### src/rtl/chip_tx_pkg.sv
// Shared constants and helpers for the chip-to-chip transmit arbiter.
package chip_tx_pkg;

  localparam int DROP_W = 16;
  localparam logic [DROP_W-1:0] DROP_SAT = 16'hFFFF;

  function automatic int log2c(input int value);
    int r;
    r = 0;
    while ((1 << r) < value) r++;
    return r;
  endfunction

endpackage

### src/rtl/chip_tx_port_fifo.sv
// Per-link synchronous FIFO. Pushes while full are ignored, so the caller can
// treat push & full as a dropped word.
module chip_tx_port_fifo
  import chip_tx_pkg::*;
#(
  parameter int FW    = 64,
  parameter int DEPTH = 4,
  localparam int AW   = log2c(DEPTH),
  localparam int CW   = AW + 1
) (
  input  logic          clk,
  input  logic          rst,
  input  logic          push,
  input  logic          pop,
  input  logic [FW-1:0] din,
  output logic [FW-1:0] dout,
  output logic [CW-1:0] count,
  output logic          full,
  output logic          empty
);

  logic [FW-1:0] mem [DEPTH];
  logic [AW-1:0] wr_ptr;
  logic [AW-1:0] rd_ptr;
  logic          push_ok;
  logic          pop_ok;

  // Full/empty come from the count held at the start of the cycle.
  assign full    = (count == CW'(DEPTH));
  assign empty   = (count == '0);
  assign push_ok = push & ~full;
  assign pop_ok  = pop & ~empty;
  assign dout    = mem[rd_ptr];

  always_ff @(posedge clk) begin
    if (rst) begin
      wr_ptr <= '0;
      rd_ptr <= '0;
      count  <= '0;
    end else begin
      if (push_ok) wr_ptr <= wr_ptr + 1'b1;
      if (pop_ok)  rd_ptr <= rd_ptr + 1'b1;
      count <= count + CW'(push_ok) - CW'(pop_ok);
    end
  end

  always_ff @(posedge clk) begin
    if (push_ok) mem[wr_ptr] <= din;
  end

endmodule

### src/rtl/chip_tx_arbiter.sv
// Round-robin merge of CONNECT link FIFOs into one {index, payload} stream.
// Optional per-link drop counters are built when CHIP_TX_ARB_STATS_EN is defined.
module chip_tx_arbiter
  import chip_tx_pkg::*;
#(
  parameter int FW      = 64,
  parameter int CONNECT = 2,
  parameter int DEPTH   = 4,
  localparam int IW     = (log2c(CONNECT) < 1) ? 1 : log2c(CONNECT),
  localparam int CW     = log2c(DEPTH) + 1
) (
  input  logic                      clk,
  input  logic                      rst,
  input  logic                      arb_en,
  input  logic [CONNECT-1:0]        port_wr,
  input  logic [CONNECT*FW-1:0]     port_data,
  output logic [CONNECT-1:0]        port_full,
  output logic                      data_out_wr,
  output logic [FW+IW-1:0]          data_out,
  input  logic                      send_fifo_full,
  output logic [CONNECT*DROP_W-1:0] drop_cnt
);

  logic [CONNECT-1:0] fifo_full;
  logic [CONNECT-1:0] fifo_empty;
  logic [CONNECT-1:0] pop;
  logic [FW-1:0]      fifo_dout  [CONNECT];
  logic [CW-1:0]      fifo_count [CONNECT];
  logic               grant;
  logic               found;
  logic [IW-1:0]      winner;
  logic [IW-1:0]      last;

  for (genvar g = 0; g < CONNECT; g++) begin : g_port
    chip_tx_port_fifo #(
      .FW    (FW),
      .DEPTH (DEPTH)
    ) u_fifo (
      .clk   (clk),
      .rst   (rst),
      .push  (port_wr[g]),
      .pop   (pop[g]),
      .din   (port_data[g*FW +: FW]),
      .dout  (fifo_dout[g]),
      .count (fifo_count[g]),
      .full  (fifo_full[g]),
      .empty (fifo_empty[g])
    );
  end

  assign port_full = fifo_full;

  // Search starts just after the last winner and wraps, so a busy link never starves.
  always_comb begin
    logic [IW-1:0] cand;
    found  = 1'b0;
    winner = last;
    cand   = last;
    for (int k = 0; k < CONNECT; k++) begin
      cand = (cand == IW'(CONNECT-1)) ? '0 : cand + 1'b1;
      if (!found && !fifo_empty[cand]) begin
        found  = 1'b1;
        winner = cand;
      end
    end
    grant = found & arb_en & ~send_fifo_full;
  end

  always_comb begin
    pop = '0;
    if (grant) pop[winner] = 1'b1;
  end

  always_ff @(posedge clk) begin
    if (rst) begin
      data_out_wr <= 1'b0;
      data_out    <= '0;
      last        <= IW'(CONNECT-1);
    end else begin
      data_out_wr <= grant;
      if (grant) begin
        data_out <= {winner, fifo_dout[winner]};
        last     <= winner;
      end
    end
  end

`ifdef CHIP_TX_ARB_STATS_EN
  for (genvar g = 0; g < CONNECT; g++) begin : g_stats
    logic [DROP_W-1:0] cnt;

    // A write is dropped when the link FIFO was already full at the start of the cycle.
    always_ff @(posedge clk) begin
      if (rst) begin
        cnt <= '0;
      end else if (port_wr[g] && fifo_full[g] && (cnt != DROP_SAT)) begin
        cnt <= cnt + 1'b1;
      end
    end

    assign drop_cnt[g*DROP_W +: DROP_W] = cnt;
  end
`else
  assign drop_cnt = '0;
`endif

endmodule

### config.mk
export PLATFORM = sky130hd
export DESIGN_NAME = chip_tx_arbiter
export DESIGN_NICKNAME = d
export VERILOG_FILES = /design/src/rtl/chip_tx_pkg.sv /design/src/rtl/chip_tx_port_fifo.sv /design/src/rtl/chip_tx_arbiter.sv
export SDC_FILE = /design/constraint.sdc
export NUM_CORES = 1
export LEC_CHECK = 0
export ABC_AREA = 0
export CAP_MARGIN = 20
export CORE_MARGIN = 5
export CORE_UTILIZATION = 33
export CTS_CLUSTER_DIAMETER = 40
export CTS_CLUSTER_SIZE = 12
export DETAILED_ROUTE_END_ITERATION = 10
export SKIP_LAST_GASP = 1
export SLEW_MARGIN = 15
export SYNTH_ARGS = -nofsm -noshare
export SYNTH_HDL_FRONTEND = slang
export SYNTH_SLANG_ARGS = --single-unit
### constraint.sdc
create_clock -name clk -period 3.2 [get_ports clk]
set_clock_uncertainty 0.2 [all_clocks]
set_input_delay 0.64 -clock clk [delete_from_list [all_inputs] [get_ports clk]]
set_output_delay 0.64 -clock clk [all_outputs]
set_load 0.02 [all_outputs]
After elaboration in Yosys (flattened, before gate mapping)

Memory sizes are Yosys's and may differ from the RTL's. A register that Yosys moved wholly into a read port is not among the register bits.
Index checks and enable logic that the tools add are counted.

Latch bits: 0
Output and inout port bits: 100
Bits in writable memories: 512
Logic and storage cells: 69
Memories: 2
Flip-flop bits (word level): 81
Input bits: 134
ROM bits: 0

Memory list:

| memory               | depth | bits a word | read ports | clocked after memory_dff | write ports | RTL line                | text |
|---|---|---|---|---|---|---|---|
| g_port[0].u_fifo.mem | 4     | 64          | 1          | 1                        | 1           | chip_tx_port_fifo.sv:22 | `logic [FW-1:0] mem [DEPTH];` |
| g_port[1].u_fifo.mem | 4     | 64          | 1          | 1                        | 1           | chip_tx_port_fifo.sv:22 |  |

Shift operators: 0
$add $sub $neg: 10
Div/mod/pow operators: 0
Mux-type cells: 24
Bitwise logic cells: 12
Eq/ne operators: 2
Magnitude comparators: 5
Reduce and logical (&&, ||, !) cells: 5
Multipliers: 0

Operators with widths:

| cell                                               | number |
|---|---|
| 2-to-1 mux 64 bit                                  | 3 |
| 2-to-1 mux 1 bit                                   | 15 |
| 2-to-1 mux 2 bit                                   | 5 |
| adder 2 x 1 -> 2 bit, second input constant        | 4 |
| adder 3 x 1 -> 3 bit                               | 2 |
| bitwise AND 1 bit                                  | 6 |
| equality test 3 bit, second input constant         | 2 |
| logical NOT 3 bit                                  | 2 |
| < comparator 1 x 2 -> 1 bit, second input constant | 3 |
| subtractor 3 x 1 -> 3 bit                          | 2 |
| inverter 1 bit                                     | 5 |
| adder 1 bit, second input constant                 | 2 |
| >= comparator 2 bit, second input constant         | 1 |
| logical AND 1 bit                                  | 2 |
| inverter 1 -> 2 bit                                | 1 |
| demux 1 bit (select 1 bit)                         | 1 |
| >= comparator 1 bit, second input constant         | 1 |
| logical NOT 1 bit                                  | 1 |

Longest topological paths before layout

Depth in word-level cells: 17
Gate-level depth with buffers: 12
Mapped depth without buffers: 11

Hierarchy

Synthesis repeated with hierarchy kept, for this count alone.

Cell total of the unflattened synthesis: 1196
Area total of the unflattened synthesis: 23032.1 um^2

By module, submodules not included:

| module                               | sequential area each (um^2) | area an instance (um^2) | instances | cells an instance |
|---|---|---|---|---|
| chip_tx_port_fifo (g_port[0].u_fifo) | 7867.5                      | 9781.9                  | 1         | 385 |
| chip_tx_port_fifo (g_port[1].u_fifo) | 7867.5                      | 9778.1                  | 1         | 385 |
| chip_tx_arbiter                      | 1341.3                      | 3472.1                  | 1         | 426 |

Worst setup path before layout

OpenSTA, ideal clock, no wires.

Path type: input -> register
Start point: input port port_wr[1]
End point: memory g_port[1].u_fifo.mem[1][0] (enable)
Path buffers: 1
Cell stages on the path: 3
Required time: 2.571 ns
Setup time: 0.429 ns
Slack: 0.042 ns
Arrival time: 2.529 ns
Cell sequence: nor2b_1 -> clkbuf_1 -> and2_1

Word-level cells in the longest chain between the ends: 3

RTL lines:

| element                                | RTL line                | text |
|---|---|---|
| start: declaration                     | chip_tx_arbiter.sv:15   | `input logic [CONNECT-1:0] port_wr,` |
| bitwise AND 1 bit                      | chip_tx_port_fifo.sv:31 | `assign push_ok = push & ~full;` |
| net g_port[1].u_fifo.push_ok           | chip_tx_port_fifo.sv:25 | `logic push_ok;` |
| 2-to-1 mux 1 bit                       | chip_tx_port_fifo.sv:48 | `if (push_ok) mem[wr_ptr] <= din;` |
| 2-to-1 mux 1 bit (not written as such) | chip_tx_port_fifo.sv:48 |  |
| end: declaration                       | chip_tx_port_fifo.sv:22 |  |

The timed path passes the listed nets, and every way through them passes these cells.

Final worst setup path

Start point: register g_port[1].u_fifo.count[2]
End point: output port port_full[1]

Word-level cells in the longest chain between the ends: 1

RTL lines:

| element                  | RTL line                | text |
|---|---|---|
| start: declaration       | chip_tx_port_fifo.sv:17 | `output logic [CW-1:0] count,` |
| start signal: assignment | chip_tx_port_fifo.sv:43 | `count <= count + CW'(push_ok) - CW'(pop_ok);` |
| equality test 3 bit      | chip_tx_port_fifo.sv:29 | `assign full = (count == CW'(DEPTH));` |
| end: declaration         | chip_tx_arbiter.sv:17   | `output logic [CONNECT-1:0] port_full,` |

Every way passes these cells.

==> impl_metrics.ini <==
[detailed_routing]
vias = 11854
drc = 0
ant_nets = 0
firstDrtPassIters = 4
wl_mm = 54.5
dr.first_iter.drc_count = 704
routedWlPerCell_um = 22.8
viasPerCell = 4.96

[sta]
fmax_mhz = 345
slew_headroom_pct = 31.3
rsz0062_at_grt = false
finalCritPeriodShare_pct = 90.6
fin_crit_ps = 2900
setup_violations = 0
worst_pin_slew_ps = 1030
hold_viol = 0
slew_viol_final = 0

[pwr]
max-vdd-ir-drop_uv = 568
p_total_uw = 24800
leakage_uw = 0.00938
p_per_area_nw_per_um2 = 859

[worst_setup_path]
crit_fanout = 6
ff2ff_setup_slack_ps = 480
path_class = flip-flop to primary output
critPathCaptureType = primary output
slowest_stage = clkdlybuf4s50_1
rr_endpoint = g_port[1].u_fifo.count[2]$_SDFF_PP0_
critPathRequiredTime_ps = 2360
r2r-start = g_port[0].u_fifo.count[2]$_SDFF_PP0_
ff2ff_path_depth = 11
start_kind = flip-flop
cp.arrival_ps = 2060
max_stage_delay_ps = 680
path_cells = nor3b_1, clkdlybuf4s50_1

[clock_tree]
cts-root-buf = clkbuf_16
clk_latency_ps = 620
cts_buffers = 92
cts.sinks = 597
cts_tree = done
cts_hold_buf = 0
h-tree-depth = 3
cts_buffer_depth = 3
clk_pin_slew_ps = 60
postCtsResizedCells = 0
cts_setup_buffers = 0

[synth]
syn_area_sq_um = 22500
synth_compound_area_share_pct = 2.90
synth-seq-area-share_pct = 75.7
synth_top_family_by_area = multiplexers
synth_fa_ha_area_share_pct = 0.844
synth_area_per_cell_sq_um = 19.2
synth-edff-count = 512
synth_cells = 1174
synth_top_cell_by_area = edfxtp_1
synth_simple_gate_area_share_pct = 4.47
synthArstFlopShare_pct = 0
synthMuxAreaShare_pct = 12.9
ys_types = 38
yosysWarnings = 0
synth-xor-area-share_pct = 0.311
synth_seq_cells = 597
synth_top_area_share_pct = 68.2
synth_area_leaders = edfxtp_1 68%, mux4_2 13%, dfxtp_1 7.5%
synthFlopType = edfxtp_1

[global_routing]
grt_pass1_vias = 12566
grt_pass1_wl_mm = 81.2
grt_overflow = 0
grt_max_degree = 71
track_usage_pct = 14.7
antenna_found_initial = 13

[floorplan]
pin_count = 234
rows = 95
core_sq_um = 67500
die_y_um = 271
die_w_um = 271
dieArea_sq_um = 73600
start_util_pct = 33.4

[layout]
fin_cells = 2389
drive_above_1_share_pct = 23.3
nNetsFinal = 1583
fin_util_pct = 42.8
area_delta_synth_final_pct = 28.3

[status]
status = finished, final reports clean

[placed_design]
port_buffers = 201
place_hpwl_mm = 33.1
dp_cells = 2214
gp_congestion = 0.709

[worst_hold_path]
min_from = data_out[46]$_SDFFE_PP0N_
worst_hold_path.num_cells = 2
hold_path_end = data_out[46]$_SDFFE_PP0N_
hp-class = flip-flop to flip-flop

[run]
max_cap_viol_count = 0
-- final cells by class --
cell class / instances / area, sq um
clock buffer: 99 / 2360
multi-input combinational: 488 / 4980
clock inverter: 72 / 790
antenna: 4 / 10.0
fill: 5916 / 38600
sequential: 597 / 17100
tap: 873 / 1090
inverter: 12 / 45.0
timing repair buffer: 244 / 2560
-- cell usage after synthesis (2+ instances only) --
cell,count
a21oi_1,2
a311oi_1,64
and2_1,8
buf_1,10
buf_2,18
buf_4,39
buf_6,3
clkbuf_1,38
dfxtp_1,85
edfxtp_1,512
fa_1,2
ha_1,12
inv_1,12
mux2i_1,2
mux4_2,128
nand2_1,64
nand3_1,64
nor2_1,78
nor2b_1,6
nor3_1,2
nor3b_1,2
xnor2_1,5
xor2_1,3
-- worst max-delay path by stage --
stage                     cells after the start                                  from                              endpoint  slack (ps)
after floorplan                               3                            port_wr[1]  g_port[1].u_fifo.mem[1][0]$_DFFE_PP_          40
final                                         2  g_port[1].u_fifo.count[2]$_SDFF_PP0_                          port_full[1]         300
after detailed placement                     12                                arb_en  g_port[1].u_fifo.count[2]$_SDFF_PP0_         -50
after global routing                          3  g_port[0].u_fifo.count[2]$_SDFF_PP0_                          port_full[0]         170
after global placement                       12                                arb_en  g_port[1].u_fifo.count[2]$_SDFF_PP0_         -40
after CTS                                     2  g_port[1].u_fifo.count[2]$_SDFF_PP0_                          port_full[1]         230
-- registers in the layout (all words and copies together) (netlist names), named ones only --
name / count
data_out: 65
data_out_wr: 1
g_port.u_fifo.count: 6
g_port.u_fifo.mem: 512
g_port.u_fifo.rd_ptr: 4
g_port.u_fifo.wr_ptr: 4
last: 1
-- placed cells by master (no fill, tap or decap), drive strengths merged, types with 24 or more instances in the layout --
cell type	Yosys	routed
dfxtp	85	85
mux4	128	128
clkbuf	38	99
inv	12	33
nand2	65	65
clkdlybuf4s50	0	200
edfxtp	512	512
a311oi	64	64
clkinv	0	24
buf	70	44
nor2	78	78
conb	1	32
nand3	64	64
-- power breakdown --
| part | switching [uW] | leakage [uW] | internal (uW) |
|---|---|---|---|
| Sequential | 481 | 0.00539 | 9550 |
| Clock | 3710 | 0.00149 | 6260 |
| Combinational | 2750 | 0.00250 | 2090 |
| Total | 6940 | 0.00938 | 17900 |
-- critical path, delay by kind of cell (launching register included) --
kind / cells / cell delay, ps
buffers and inverters: 1 / 680
flip-flops: 1 / 440
AND/OR/NAND/NOR: 1 / 330
-- stage by stage --
stage                     hold WS [ps]  setup TNS [ps]  instance area (sq um)  setup WS (ps)
after floorplan                    285               0                  22700           42.0
after global placement             285           -41.0                  25800          -41.0
after detailed placement           292           -51.9                  25800          -51.9
after CTS                          255               0                  28900            231
after global routing               284               0                  28900            167
final                              299               0                  28900            301
-- logic make-up after synthesis --
logic type               Yosys count
multiplexers                     130
adder cells (fa/ha/maj)           14
XOR/XNOR                           8
AND/OR/NAND/NOR                  229
buffers and inverters            120
AO/OA/AOI/OAI                     75
flip-flops                       597
other                              1
-- routing by layer --
layer	track usage (%)	share of wire [%]
met1	18.5	41
met2	24.9	50
met3	4.45	6.8
met4	3.82	1.9
met5	0	0.21
Power figures use the tool's default switching activity.
